File: config.mk
export PLATFORM = sky130hd
export DESIGN_NAME = axi_slave_mem_responder_flat
export DESIGN_NICKNAME = d
export VERILOG_FILES = /design/src/rtl/axi_slv_pkg.sv /design/src/rtl/axi_slave_mem_responder_if.sv /design/src/rtl/axi_slv_mem.sv /design/src/rtl/axi_slave_mem_responder.sv /design/src/flat_wrapper.sv
export SDC_FILE = /design/constraint.sdc
export NUM_CORES = 2
export LEC_CHECK = 0
export ABC_AREA = 1
export BUFFER_PORTS_ARGS = -buffer_cell sky130_fd_sc_hd__buf_2
export CAP_MARGIN = 20
export CELL_PAD_IN_SITES_DETAIL_PLACEMENT = 1
export CELL_PAD_IN_SITES_GLOBAL_PLACEMENT = 2
export CORE_MARGIN = 3
export CORE_UTILIZATION = 40
export DETAILED_ROUTE_END_ITERATION = 8
export GPL_TIMING_DRIVEN = 0
export PLACE_DENSITY = 0.74
export SYNTH_ARGS = -nofsm -noshare
export SYNTH_HDL_FRONTEND = slang
export SYNTH_HIERARCHICAL = 1
export SYNTH_SLANG_ARGS = --single-unit
File: constraint.sdc
create_clock -name aclk -period 4.1 [get_ports aclk]
set_input_delay 0.82 -clock aclk [delete_from_list [all_inputs] [get_ports aclk]]
set_output_delay 0.82 -clock aclk [all_outputs]
set_load 0.02 [all_outputs]
File: src/rtl/axi_slv_pkg.sv
// Shared types and helpers for the AXI slave memory responder.
// Response codes, FSM state types and the transfer-size check.
package axi_slv_pkg;

    localparam logic [1:0] RESP_OKAY   = 2'b00;
    localparam logic [1:0] RESP_SLVERR = 2'b10;

    typedef enum logic [1:0] {W_IDLE, W_DATA, W_RESP} wr_state_t;
    typedef enum logic {R_IDLE, R_DATA} rd_state_t;

    // A transfer size is usable only when it moves exactly one full data word.
    function automatic logic size_ok(input logic [2:0] size, input int data_width);
        return (8 << size) == data_width;
    endfunction

endpackage

File: src/rtl/axi_slave_mem_responder_if.sv
// AXI bus bundle between a master driver and the memory responder.
// Carries AW/W/B/AR/R channels; clock and reset travel separately.
interface axi_slave_mem_responder_if #(
    parameter int DATA_WIDTH = 16,
    parameter int ADD_WIDTH  = 8,
    parameter int ID_WIDTH   = 8
);
    localparam int BYTES = DATA_WIDTH / 8;

    logic                  awvalid;
    logic                  awready;
    logic [ADD_WIDTH-1:0]  awaddr;
    logic [7:0]            awlen;
    logic [2:0]            awsize;
    logic [ID_WIDTH-1:0]   awid;

    logic                  wvalid;
    logic                  wready;
    logic [DATA_WIDTH-1:0] wdata;
    logic [BYTES-1:0]      wstrb;
    logic                  wlast;
    logic [ID_WIDTH-1:0]   wid;

    logic                  bvalid;
    logic                  bready;
    logic [ID_WIDTH-1:0]   bid;
    logic [1:0]            bresp;

    logic                  arvalid;
    logic                  arready;
    logic [ADD_WIDTH-1:0]  araddr;
    logic [7:0]            arlen;
    logic [2:0]            arsize;
    logic [ID_WIDTH-1:0]   arid;

    logic                  rvalid;
    logic                  rready;
    logic [DATA_WIDTH-1:0] rdata;
    logic                  rlast;
    logic [ID_WIDTH-1:0]   rid;
    logic [1:0]            rresp;

    modport slave (
        input  awvalid, awaddr, awlen, awsize, awid,
        output awready,
        input  wvalid, wdata, wstrb, wlast, wid,
        output wready,
        output bvalid, bid, bresp,
        input  bready,
        input  arvalid, araddr, arlen, arsize, arid,
        output arready,
        output rvalid, rdata, rlast, rid, rresp,
        input  rready
    );

    modport master (
        output awvalid, awaddr, awlen, awsize, awid,
        input  awready,
        output wvalid, wdata, wstrb, wlast, wid,
        input  wready,
        input  bvalid, bid, bresp,
        output bready,
        output arvalid, araddr, arlen, arsize, arid,
        input  arready,
        input  rvalid, rdata, rlast, rid, rresp,
        output rready
    );

endinterface

File: src/rtl/axi_slv_mem.sv
// Word-organised storage with one byte-strobed synchronous write port
// and one asynchronous read port. Contents are never reset.
module axi_slv_mem #(
    parameter int DATA_WIDTH = 16,
    parameter int DEPTH      = 128,
    localparam int BYTES     = DATA_WIDTH / 8,
    localparam int IDX_W     = $clog2(DEPTH)
) (
    input  logic                  clk,
    input  logic                  we,
    input  logic [IDX_W-1:0]      waddr,
    input  logic [DATA_WIDTH-1:0] wdata,
    input  logic [BYTES-1:0]      wstrb,
    input  logic [IDX_W-1:0]      raddr,
    output logic [DATA_WIDTH-1:0] rdata
);

    logic [DATA_WIDTH-1:0] mem [DEPTH];

    always_ff @(posedge clk) begin
        if (we) begin
            for (int i = 0; i < BYTES; i++) begin
                if (wstrb[i]) mem[waddr][i*8 +: 8] <= wdata[i*8 +: 8];
            end
        end
    end

    assign rdata = mem[raddr];

endmodule

File: src/rtl/axi_slave_mem_responder.sv
// AXI slave endpoint backed by a byte-strobed word memory with INCR bursts.
// Write (AW/W/B) and read (AR/R) paths run as independent FSMs.
module axi_slave_mem_responder
    import axi_slv_pkg::*;
#(
    parameter int DATA_WIDTH = 16,
    parameter int ADD_WIDTH  = 8,
    parameter int ID_WIDTH   = 8
) (
    input logic                      aclk,
    input logic                      areset,
    axi_slave_mem_responder_if.slave bus
);

    localparam int BYTES = DATA_WIDTH / 8;
    localparam int LSB   = $clog2(BYTES);
    localparam int IDX_W = ADD_WIDTH - LSB;
    localparam int DEPTH = 1 << IDX_W;
    localparam logic [IDX_W-1:0] IDX_ONE = 1;

    wr_state_t             wr_state;
    logic                  awready_q, wready_q, bvalid_q;
    logic [1:0]            bresp_q;
    logic [ID_WIDTH-1:0]   wr_id;
    logic [IDX_W-1:0]      wr_idx;
    logic [7:0]            wr_len, wr_cnt;
    logic                  wr_err, wr_size_ok;
    logic                  w_beat, w_beat_err, mem_we;

    rd_state_t             rd_state;
    logic                  arready_q, rvalid_q, rlast_q;
    logic [1:0]            rresp_q;
    logic [ID_WIDTH-1:0]   rd_id;
    logic [DATA_WIDTH-1:0] rdata_q, mem_rdata, rd_word;
    logic [IDX_W-1:0]      rd_idx, rd_raddr;
    logic [7:0]            rd_len, rd_cnt;
    logic                  rd_size_ok;

    // Address bits below the word boundary carry no meaning here.
    logic unused_addr_bits;
    assign unused_addr_bits = ^{bus.awaddr, bus.araddr};

    assign w_beat     = (wr_state == W_DATA) && bus.wvalid && wready_q;
    assign w_beat_err = (bus.wid != wr_id) || (bus.wlast != (wr_cnt == wr_len));
    assign mem_we     = w_beat && wr_size_ok;

    assign rd_raddr = (rd_state == R_IDLE) ? bus.araddr[ADD_WIDTH-1:LSB] : rd_idx + IDX_ONE;

    // Forward a same-cycle write so the next loaded beat sees post-write data.
    always_comb begin
        rd_word = mem_rdata;
        if (mem_we && (wr_idx == rd_raddr)) begin
            for (int i = 0; i < BYTES; i++) begin
                if (bus.wstrb[i]) rd_word[i*8 +: 8] = bus.wdata[i*8 +: 8];
            end
        end
    end

    axi_slv_mem #(
        .DATA_WIDTH (DATA_WIDTH),
        .DEPTH      (DEPTH)
    ) u_mem (
        .clk   (aclk),
        .we    (mem_we),
        .waddr (wr_idx),
        .wdata (bus.wdata),
        .wstrb (bus.wstrb),
        .raddr (rd_raddr),
        .rdata (mem_rdata)
    );

    always_ff @(posedge aclk or negedge areset) begin
        if (!areset) begin
            wr_state   <= W_IDLE;
            awready_q  <= 1'b0;
            wready_q   <= 1'b0;
            bvalid_q   <= 1'b0;
            bresp_q    <= RESP_OKAY;
            wr_id      <= '0;
            wr_idx     <= '0;
            wr_len     <= '0;
            wr_cnt     <= '0;
            wr_err     <= 1'b0;
            wr_size_ok <= 1'b0;
        end else begin
            case (wr_state)
                W_IDLE: begin
                    awready_q <= 1'b1;
                    if (bus.awvalid && awready_q) begin
                        awready_q  <= 1'b0;
                        wready_q   <= 1'b1;
                        wr_id      <= bus.awid;
                        wr_idx     <= bus.awaddr[ADD_WIDTH-1:LSB];
                        wr_len     <= bus.awlen;
                        wr_cnt     <= '0;
                        wr_err     <= 1'b0;
                        wr_size_ok <= size_ok(bus.awsize, DATA_WIDTH);
                        wr_state   <= W_DATA;
                    end
                end
                W_DATA: begin
                    if (w_beat) begin
                        wr_idx <= wr_idx + IDX_ONE;
                        wr_cnt <= wr_cnt + 8'd1;
                        if (w_beat_err || !wr_size_ok) wr_err <= 1'b1;
                        // Beat count alone terminates the burst; a bad wlast only flags an error.
                        if (wr_cnt == wr_len) begin
                            wready_q <= 1'b0;
                            bvalid_q <= 1'b1;
                            bresp_q  <= (wr_err || w_beat_err || !wr_size_ok) ? RESP_SLVERR : RESP_OKAY;
                            wr_state <= W_RESP;
                        end
                    end
                end
                W_RESP: begin
                    if (bus.bready) begin
                        bvalid_q  <= 1'b0;
                        awready_q <= 1'b1;
                        wr_state  <= W_IDLE;
                    end
                end
                default: wr_state <= W_IDLE;
            endcase
        end
    end

    always_ff @(posedge aclk or negedge areset) begin
        if (!areset) begin
            rd_state   <= R_IDLE;
            arready_q  <= 1'b0;
            rvalid_q   <= 1'b0;
            rlast_q    <= 1'b0;
            rresp_q    <= RESP_OKAY;
            rd_id      <= '0;
            rdata_q    <= '0;
            rd_idx     <= '0;
            rd_len     <= '0;
            rd_cnt     <= '0;
            rd_size_ok <= 1'b0;
        end else begin
            case (rd_state)
                R_IDLE: begin
                    arready_q <= 1'b1;
                    if (bus.arvalid && arready_q) begin
                        arready_q  <= 1'b0;
                        rvalid_q   <= 1'b1;
                        rd_id      <= bus.arid;
                        rd_idx     <= bus.araddr[ADD_WIDTH-1:LSB];
                        rd_len     <= bus.arlen;
                        rd_cnt     <= '0;
                        rlast_q    <= (bus.arlen == 8'd0);
                        rd_size_ok <= size_ok(bus.arsize, DATA_WIDTH);
                        rresp_q    <= size_ok(bus.arsize, DATA_WIDTH) ? RESP_OKAY : RESP_SLVERR;
                        rdata_q    <= size_ok(bus.arsize, DATA_WIDTH) ? rd_word : '0;
                        rd_state   <= R_DATA;
                    end
                end
                R_DATA: begin
                    if (rvalid_q && bus.rready) begin
                        if (rlast_q) begin
                            rvalid_q  <= 1'b0;
                            rlast_q   <= 1'b0;
                            arready_q <= 1'b1;
                            rd_state  <= R_IDLE;
                        end else begin
                            rd_idx  <= rd_idx + IDX_ONE;
                            rd_cnt  <= rd_cnt + 8'd1;
                            rlast_q <= ((rd_cnt + 8'd1) == rd_len);
                            rdata_q <= rd_size_ok ? rd_word : '0;
                        end
                    end
                end
                default: rd_state <= R_IDLE;
            endcase
        end
    end

    assign bus.awready = awready_q;
    assign bus.wready  = wready_q;
    assign bus.bvalid  = bvalid_q;
    assign bus.bid     = wr_id;
    assign bus.bresp   = bresp_q;
    assign bus.arready = arready_q;
    assign bus.rvalid  = rvalid_q;
    assign bus.rdata   = rdata_q;
    assign bus.rlast   = rlast_q;
    assign bus.rid     = rd_id;
    assign bus.rresp   = rresp_q;

endmodule
File: src/flat_wrapper.sv
// flat-port wrapper written by rule: the top's interface ports become plain ports
module axi_slave_mem_responder_flat import axi_slv_pkg::*;
#(
    parameter int DATA_WIDTH = 16,
    parameter int ADD_WIDTH  = 8,
    parameter int ID_WIDTH   = 8
)
  (aclk, areset, bus_awvalid, bus_awaddr, bus_awlen, bus_awsize, bus_awid, bus_awready, bus_wvalid, bus_wdata, bus_wstrb, bus_wlast, bus_wid, bus_wready, bus_bvalid, bus_bid, bus_bresp, bus_bready, bus_arvalid, bus_araddr, bus_arlen, bus_arsize, bus_arid, bus_arready, bus_rvalid, bus_rdata, bus_rlast, bus_rid, bus_rresp, bus_rready);
  axi_slave_mem_responder_if #(.DATA_WIDTH(DATA_WIDTH), .ADD_WIDTH(ADD_WIDTH), .ID_WIDTH(ID_WIDTH)) bus_i ();
  input logic aclk;
  input logic areset;
  input wire logic [$bits(bus_i.awvalid)-1:0] bus_awvalid;
  input wire logic [$bits(bus_i.awaddr)-1:0] bus_awaddr;
  input wire logic [$bits(bus_i.awlen)-1:0] bus_awlen;
  input wire logic [$bits(bus_i.awsize)-1:0] bus_awsize;
  input wire logic [$bits(bus_i.awid)-1:0] bus_awid;
  output wire logic [$bits(bus_i.awready)-1:0] bus_awready;
  input wire logic [$bits(bus_i.wvalid)-1:0] bus_wvalid;
  input wire logic [$bits(bus_i.wdata)-1:0] bus_wdata;
  input wire logic [$bits(bus_i.wstrb)-1:0] bus_wstrb;
  input wire logic [$bits(bus_i.wlast)-1:0] bus_wlast;
  input wire logic [$bits(bus_i.wid)-1:0] bus_wid;
  output wire logic [$bits(bus_i.wready)-1:0] bus_wready;
  output wire logic [$bits(bus_i.bvalid)-1:0] bus_bvalid;
  output wire logic [$bits(bus_i.bid)-1:0] bus_bid;
  output wire logic [$bits(bus_i.bresp)-1:0] bus_bresp;
  input wire logic [$bits(bus_i.bready)-1:0] bus_bready;
  input wire logic [$bits(bus_i.arvalid)-1:0] bus_arvalid;
  input wire logic [$bits(bus_i.araddr)-1:0] bus_araddr;
  input wire logic [$bits(bus_i.arlen)-1:0] bus_arlen;
  input wire logic [$bits(bus_i.arsize)-1:0] bus_arsize;
  input wire logic [$bits(bus_i.arid)-1:0] bus_arid;
  output wire logic [$bits(bus_i.arready)-1:0] bus_arready;
  output wire logic [$bits(bus_i.rvalid)-1:0] bus_rvalid;
  output wire logic [$bits(bus_i.rdata)-1:0] bus_rdata;
  output wire logic [$bits(bus_i.rlast)-1:0] bus_rlast;
  output wire logic [$bits(bus_i.rid)-1:0] bus_rid;
  output wire logic [$bits(bus_i.rresp)-1:0] bus_rresp;
  input wire logic [$bits(bus_i.rready)-1:0] bus_rready;
  assign bus_i.awvalid = bus_awvalid;
  assign bus_i.awaddr = bus_awaddr;
  assign bus_i.awlen = bus_awlen;
  assign bus_i.awsize = bus_awsize;
  assign bus_i.awid = bus_awid;
  assign bus_awready = bus_i.awready;
  assign bus_i.wvalid = bus_wvalid;
  assign bus_i.wdata = bus_wdata;
  assign bus_i.wstrb = bus_wstrb;
  assign bus_i.wlast = bus_wlast;
  assign bus_i.wid = bus_wid;
  assign bus_wready = bus_i.wready;
  assign bus_bvalid = bus_i.bvalid;
  assign bus_bid = bus_i.bid;
  assign bus_bresp = bus_i.bresp;
  assign bus_i.bready = bus_bready;
  assign bus_i.arvalid = bus_arvalid;
  assign bus_i.araddr = bus_araddr;
  assign bus_i.arlen = bus_arlen;
  assign bus_i.arsize = bus_arsize;
  assign bus_i.arid = bus_arid;
  assign bus_arready = bus_i.arready;
  assign bus_rvalid = bus_i.rvalid;
  assign bus_rdata = bus_i.rdata;
  assign bus_rlast = bus_i.rlast;
  assign bus_rid = bus_i.rid;
  assign bus_rresp = bus_i.rresp;
  assign bus_i.rready = bus_rready;
  axi_slave_mem_responder #(.DATA_WIDTH(DATA_WIDTH), .ADD_WIDTH(ADD_WIDTH), .ID_WIDTH(ID_WIDTH)) u_core (.aclk(aclk), .areset(areset), .bus(bus_i));
endmodule
== Yosys cells after proc, flatten, opt, wreduce, memory -nomap -nowiden ==
Memory sizes are Yosys's and may differ from the RTL's.
Index checks and enable logic that the tools add are counted.

* Add/subtract/negate cells: 4
* Equal/unequal tests: 18
* Shift operators: 2
* Mux-type cells: 68
* Bitwise operators: 1
* Reduce and logical (&&, ||, !) cells: 30

{| class="wikitable"
|+ Operators with widths
! operator !! number
|-
| 16-bit two-way mux || 6
|-
| 32-bit by 6-bit == test with 1-bit output, second input constant || 2
|-
| 4-bit by 3-bit << shifter with 32-bit output, first input constant || 2
|-
| 8-bit two-way mux || 7
|-
| 7-bit two-way mux || 6
|-
| 16-bit one-hot mux with 2 select lines || 1
|-
| 8-bit one-hot mux with 2 select lines || 2
|-
| 1-bit two-way mux || 29
|-
| 7-bit one-hot mux with 2 select lines || 2
|-
| 8-bit by 1-bit adder with 8-bit output, second input constant || 2
|-
| 8-bit == test || 2
|-
| 1-bit one-hot mux with 2 select lines || 8
|-
| 4-bit AND reduction || 4
|-
| 7-bit by 1-bit adder with 7-bit output, second input constant || 2
|-
| 2-bit inequality test, second input constant || 7
|-
| 2-bit two-way mux || 6
|-
| 3-bit AND reduction || 4
|-
| 2-bit AND reduction || 5
|-
| 8-bit logical NOT || 1
|-
| 8-bit inequality test || 1
|-
| 7-bit == test || 1
|-
| 1-bit logical AND || 7
|-
| 2-bit one-hot mux with 3 select lines || 1
|-
| 2-bit nonzero test || 3
|-
| 8 further kinds || 12
|}

* Register bits: 94
* Memory bits (writable): 2,048
* Bits of input ports: 88
* Word-level logic and storage cells: 146
* Memories: 1

{| class="wikitable"
|+ Memories
! name !! words !! bits a word !! read ports !! clocked after Yosys merged registers in !! write ports !! line !! text
|-
| u_core.u_mem.mem || 128 || 16 || 1 || 0 || 1 || axi_slv_mem.sv:18 || <nowiki>logic [DATA_WIDTH-1:0] mem [DEPTH];</nowiki>
|}

== Logic depth before layout (Yosys ltp) ==
* Word-level depth: 10
* Gate-level depth with buffers: 25
* Depth with buffers taken out: 19

== Modules after synthesis ==
Netlist, hierarchy kept.

{| class="wikitable"
|+ By module, submodules not included
! module !! times used !! cells an instance !! area an instance (um^2) !! sequential area each (um^2)
|-
| axi_slv_mem || 1 || 7,023 || 83,530.1 || 61,499.0
|-
| axi_slave_mem_responder || 1 || 686 || 5,118.7 || 2,302.2
|}

== Least setup slack after synthesis ==
OpenSTA, ideal clock, no wires.

* Kind: input port to flip-flop
* From: input port bus_wvalid
* To: memory u_core.u_mem.mem[24][10] (enable)
* Library setup time: 0.383 ns
* Arrival: 2.405 ns
* Required time: 3.717 ns
* Slack: 1.312 ns
* Cell stages on the path: 8
* Path buffers: 2
* Path through: nand2_1 nor2_2 inv_1 nor2_1 nand2_1 clkbuf_1 buf_1 nor3_1

* Word-level cells in the longest chain between the ends: 5

{| class="wikitable"
|+ Ends and longest elaborated chain
! item !! line !! text
|-
| from (decl) || flat_wrapper.sv:18 || <nowiki>input wire logic [$bits(bus_i.wvalid)-1:0] bus_wvalid;</nowiki>
|-
| 1-bit logical AND (2 in a row) || axi_slave_mem_responder.sv:43 || <nowiki>assign w_beat = (wr_state == W_DATA) && bus.wvalid && wready_q;</nowiki>
|-
| 1-bit logical AND || axi_slave_mem_responder.sv:45 || <nowiki>assign mem_we = w_beat && wr_size_ok;</nowiki>
|-
| via u_core.mem_we || axi_slave_mem_responder.sv:28 || <nowiki>logic w_beat, w_beat_err, mem_we;</nowiki>
|-
| 1-bit two-way mux || axi_slv_mem.sv:21 || <nowiki>if (we) begin</nowiki>
|-
| 1-bit two-way mux (not written as such) || axi_slv_mem.sv:23 || <nowiki>if (wstrb[i]) mem[waddr][i*8 +: 8] <= wdata[i*8 +: 8];</nowiki>
|-
| to (decl) || axi_slv_mem.sv:18 ||
|}

The timed path passes the listed nets, and every way through them passes these cells.

== Final worst setup path ==
* From: register u_core.rd_state
* To: register u_core.rdata_q[12], in the netlist u_core/bus.rdata[12]

* Word-level cells in the longest chain between the ends: 8
* Elaborated cells on any way between the ends: 17
* Those cells by class: eq/ne: 4; mux: 9; bitwise: 1; reduce/logical: 2; memory: 1

{| class="wikitable"
|+ Ends and longest elaborated chain
! item !! line !! text
|-
| from (decl) || axi_slave_mem_responder.sv:30 || <nowiki>rd_state_t rd_state;</nowiki>
|-
| from (signal assigned) || axi_slave_mem_responder.sv:129 || <nowiki>rd_state <= R_IDLE;</nowiki>
|-
| from (signal assigned) || axi_slave_mem_responder.sv:155 || <nowiki>rd_state <= R_DATA;</nowiki>
|-
| from (signal assigned) || axi_slave_mem_responder.sv:164 || <nowiki>rd_state <= R_IDLE;</nowiki>
|-
| 7-bit two-way mux * || axi_slave_mem_responder.sv:47 || <nowiki>assign rd_raddr = (rd_state == R_IDLE) ? bus.araddr[ADD_WIDTH-1:LSB] : rd_idx + IDX_ONE;</nowiki>
|-
| via u_core.rd_raddr[3] || axi_slave_mem_responder.sv:35 || <nowiki>logic [IDX_W-1:0] rd_idx, rd_raddr;</nowiki>
|-
| memory 128 x 16 bit * || - ||
|-
| via u_core.mem_rdata[12] || axi_slave_mem_responder.sv:34 || <nowiki>logic [DATA_WIDTH-1:0] rdata_q, mem_rdata, rd_word;</nowiki>
|-
| 8-bit two-way mux || axi_slave_mem_responder.sv:54 || <nowiki>if (bus.wstrb[i]) rd_word[i*8 +: 8] = bus.wdata[i*8 +: 8];</nowiki>
|-
| 16-bit two-way mux * || axi_slave_mem_responder.sv:52 || <nowiki>if (mem_we && (wr_idx == rd_raddr)) begin</nowiki>
|-
| 16-bit two-way mux || axi_slave_mem_responder.sv:169 || <nowiki>rdata_q <= rd_size_ok ? rd_word : '0;</nowiki>
|-
| 16-bit two-way mux || axi_slave_mem_responder.sv:160 || <nowiki>if (rlast_q) begin</nowiki>
|-
| 16-bit two-way mux || axi_slave_mem_responder.sv:159 || <nowiki>if (rvalid_q && bus.rready) begin</nowiki>
|-
| 16-bit one-hot mux with 2 select lines * || axi_slave_mem_responder.sv:141 || <nowiki>case (rd_state)</nowiki>
|-
| to (signal assigned) || axi_slave_mem_responder.sv:154 || <nowiki>rdata_q <= size_ok(bus.arsize, DATA_WIDTH) ? rd_word : '0;</nowiki>
|-
| to (signal assigned) || axi_slave_mem_responder.sv:169 ||
|-
| to (decl) || axi_slave_mem_responder.sv:34 ||
|}

The timed path passes the listed nets; every way through them passes the cells marked *. The select of a mux whose other input is x is not followed.
A chain may end at the register's enable or synchronous reset.

==> results.md <==
- Run status: complete, but fails checks
- Failing checks: setup timing
- Commonest cells after routing, fill and taps aside: nand2_1 (2386), edfxtp_1 (2048), nand3_1 (2003)
- Area delta synth->final: 18.4%
- CTS root buf: clkbuf_16
- Gr busiest metal: met2
- GRT Util Overall: 0.376
- Rel. slew slack: 0.110
- Die H: 477 µm
- Critical Path Max Stage Delay: 390 ps
- CP arrival: 5050 ps
- Final Cycle Share: 1.04
- Final Setup Violations: 43
- Number of I/O port buffers: 125
- RSZ-0062 raised after global routing: yes
- Global-route wire length before repair: 580000 µm
- RePlAce Congestion: 1.03
- Initial Util: 0.403
- DR pass1 iterations: 6
- Synth Register Bits: 2140
- Cell variety after synth: 42
- # rows: 172
- TritonCTS clock tree: done
- Met1 Resource Use GR: 0.505
- Vias/cell: 6.16
- Clock skew: 45.1 ps
- Met3 global-route usage: 0.0942
- Total CTS buffers: 231
- Type of origin of the critical path: flip-flop
- Fin. max-slew vios: 0
- Worst path slowest cell: clkbuf_2
- MaxCap Viol Count: 0
- Post-Synthesis Cell Area: 88600 µm²
- Critical path's top delay family: simple AND/OR/NAND/NOR gates
- Max Fanout on Critical Path: 10
- Critical path type: flip-flop to flip-flop
- Total die area: 227000 µm²
- Worst endpoint required time: 4910 ps
- Top post-synthesis cells by area: edfxtp_1 (69%), nand3_1 (12%), nand2_1 (10%), dfrtp_1 (2.6%), buf_2 (1.6%)
- Iter 0 DRT Violations: 10800
- Final setup margin: -146 ps
- Clk_lat worst skew: 920 ps
- Crit path cell chain: buf_6 > or2_2 > nand2_1 > clkinvlp_4 > inv_1 > clkbuf_2 > buf_2 > nand3_1 > nand3_1 > nand3_2 > nand3_1 > nand2_1 > inv_1 > nor2_1 > a21oi_1 > nand3_1 > nand3_1 > nand2_1
- Antenna viol nets, final: 0
- Vias in the first global route: 66900
- Max IR drop VDD: 0.454 mV
- Worst slew pin tran: 1340 ps
- Total Wirelength: 438000 µm
- Tmin final: 4250 ps
- Pwr Density: 462 nW/µm²
- DR vias: 70400
- Grt ovf: 0
- Clk sinks: 2140
- Core Area: 220000 µm²
- CP Capture Type: flip-flop
- Pin count of the biggest net entering global routing: 91
- Final HPWL DP: 316000 µm
- Fmax achieved: 0.236 GHz
- Hold Fails Final Rpt: 0
- Die Width: 477 µm
- Number of remaining DRC errors: 0
- Worst-path clk slew: 60 ps
- Syn Area/Cell: 11.5 µm²
- Dpl ws: -1330 ps
- Routed len/inst: 38.3 µm
- Fin util: 0.477
- Share of cells above drive strength 1: 0.158
- Seq/Total Area, Yosys: 0.720
- Worst Hold Class: input pin to flip-flop
- Initial antenna violation count: 37
- Most frequent CP cell: nand3_1
- Most common cell after layout, fill and taps aside: nand2_1
- Clock Path Buffers: 3
- NumNets Final: 8360
- # IOs: 130
- Leak: 37.6 nW
- Bufs and invs on worst path: 6
- Yosys warns: 6
- Largest area contributor in the netlist: edfxtp_1
- H-tree Lvls: 4
- Met2 usage: 0.549
- Post-Synthesis Cells: 7709
- Yosys top cell area share: 0.694
-- sequential cells by signal, summed over array words and instances, names as in the netlist, 2 cells and up --
| name | flops |
|---|---|
| u_core/bus.rid | 8 |
| u_core/wr_state | 2 |
| u_core/u_mem/mem | 2048 |
| u_core/rd_len | 8 |
| u_core/rd_cnt | 8 |
| u_core/wr_len | 8 |
| u_core/rd_idx | 7 |
| u_core/bus.bid | 8 |
| u_core/wr_idx | 7 |
| u_core/bus.rdata | 16 |
| u_core/wr_cnt | 8 |
-- cells in the mapped netlist (all sizes together) --
cell type  instances
nand2           2404
a32o               2
o22ai              8
o21ai             34
xor2              10
o21a               1
buf              409
o31ai              1
edfxtp          2048
nand4              6
ha                 4
xnor2             12
a31oi              3
o221ai             2
nor4               2
inv               98
clkinv             3
a22oi              2
nor2             246
conb               1
a21oi             25
a22o               1
dfrtp             92
nand3b             2
o22a               1
clkbuf           103
or2                5
nand3           2090
nor3              94
-- worst paths after layout --
check	start	endpoint	slack, ps	cells past startpoint
setup / recovery	u_core/rd_state	u_core/bus.rdata[12]	-150	18
hold / removal	bus_awlen[3]	u_core/wr_len[3]	100	3
setup reg to reg	u_core/rd_state	u_core/bus.rdata[12]	-150	18
hold reg to reg	u_core/bus.rdata[14]	u_core/bus.rdata[14]	480	2
max in group asynchronous	areset	u_core/wr_len[1]	2940	3
min in group asynchronous	areset	u_core/bus.rdata[8]	450	2
-- repair_timing --
action | in CTS | in global routing
pin swaps | 0 | 5
hold buffers | 1 | 0
endpoints found under the setup margin | 118 | 279
hold endpoints to repair | 37 | 0
gates cloned | 0 | 0
buffers inserted | 0 | 2
resized for setup | 314 | 238
-- kinds of logic after synthesis --
group | Yosys count | synth area share
other | 1 | 0.0000423
adders and majority gates | 4 | 0.000565
AOI/OAI and AO/OA | 80 | 0.00532
DFF | 2140 | 0.720
xor gates and xnor gates | 22 | 0.00217
and+or+nand+nor | 4849 | 0.238
buffers and inverters | 613 | 0.0341
-- report_power, final --
part | switching (mW) | total (mW) | internal (mW)
combinational | 2.50 | 3.14 | 0.635
sequential | 0.312 | 24.4 | 24.1
clock | 9.11 | 20.9 | 11.8
-- per-layer routing --
metal  wire [µm]  vias up  part of all wire
met2      188000     4408              0.43
met1      169000    36600              0.39
met4       31600       17             0.072
li1            -    28400                 -
met5         167        -           0.00038
met3       48800      951              0.11
-- worst register-to-register path, delay by kind of cell, from the launching register on --
family,cells,cell delay [ps]
simple gates,11,2110
compound gates,1,160
buf+inv,6,1530
flops,1,380
-- area by class of cell --
class                           count  area, µm²
Antenna cell                       17       42.5
Timing Repair Buffer              325       3200
Inverter                          101        390
Clock inverter                    125       1310
Buffer                            512       3500
Clock buffer                      305       6130
Multi-Input combinational cell   4957      22900
Sequential cell                  2140      63800
Tap cell                         2958       3700
Fill cell                       23200     115000
-- through the flow --
stage / std cells / power (mW) / hold WS (ps) / TNS (ps) / area (µm²)
6_report: 11400 / 48.5 / 98.3 / -1230 / 105000
5_1_grt: 11400 / 49.6 / 89.1 / -4010 / 105000
4_1_cts: 11400 / 48.4 / 38.4 / -11.3 / 104000
3_5_place_dp: 11000 / 27.8 / 464 / -293800 / 95800
3_3_place_gp: 10800 / 27.5 / 460 / -1471670 / 93000
2_1_floorplan: 7710 / 25.8 / 462 / 0 / 88700
No activity file was read; power rests on OpenSTA's default activity.
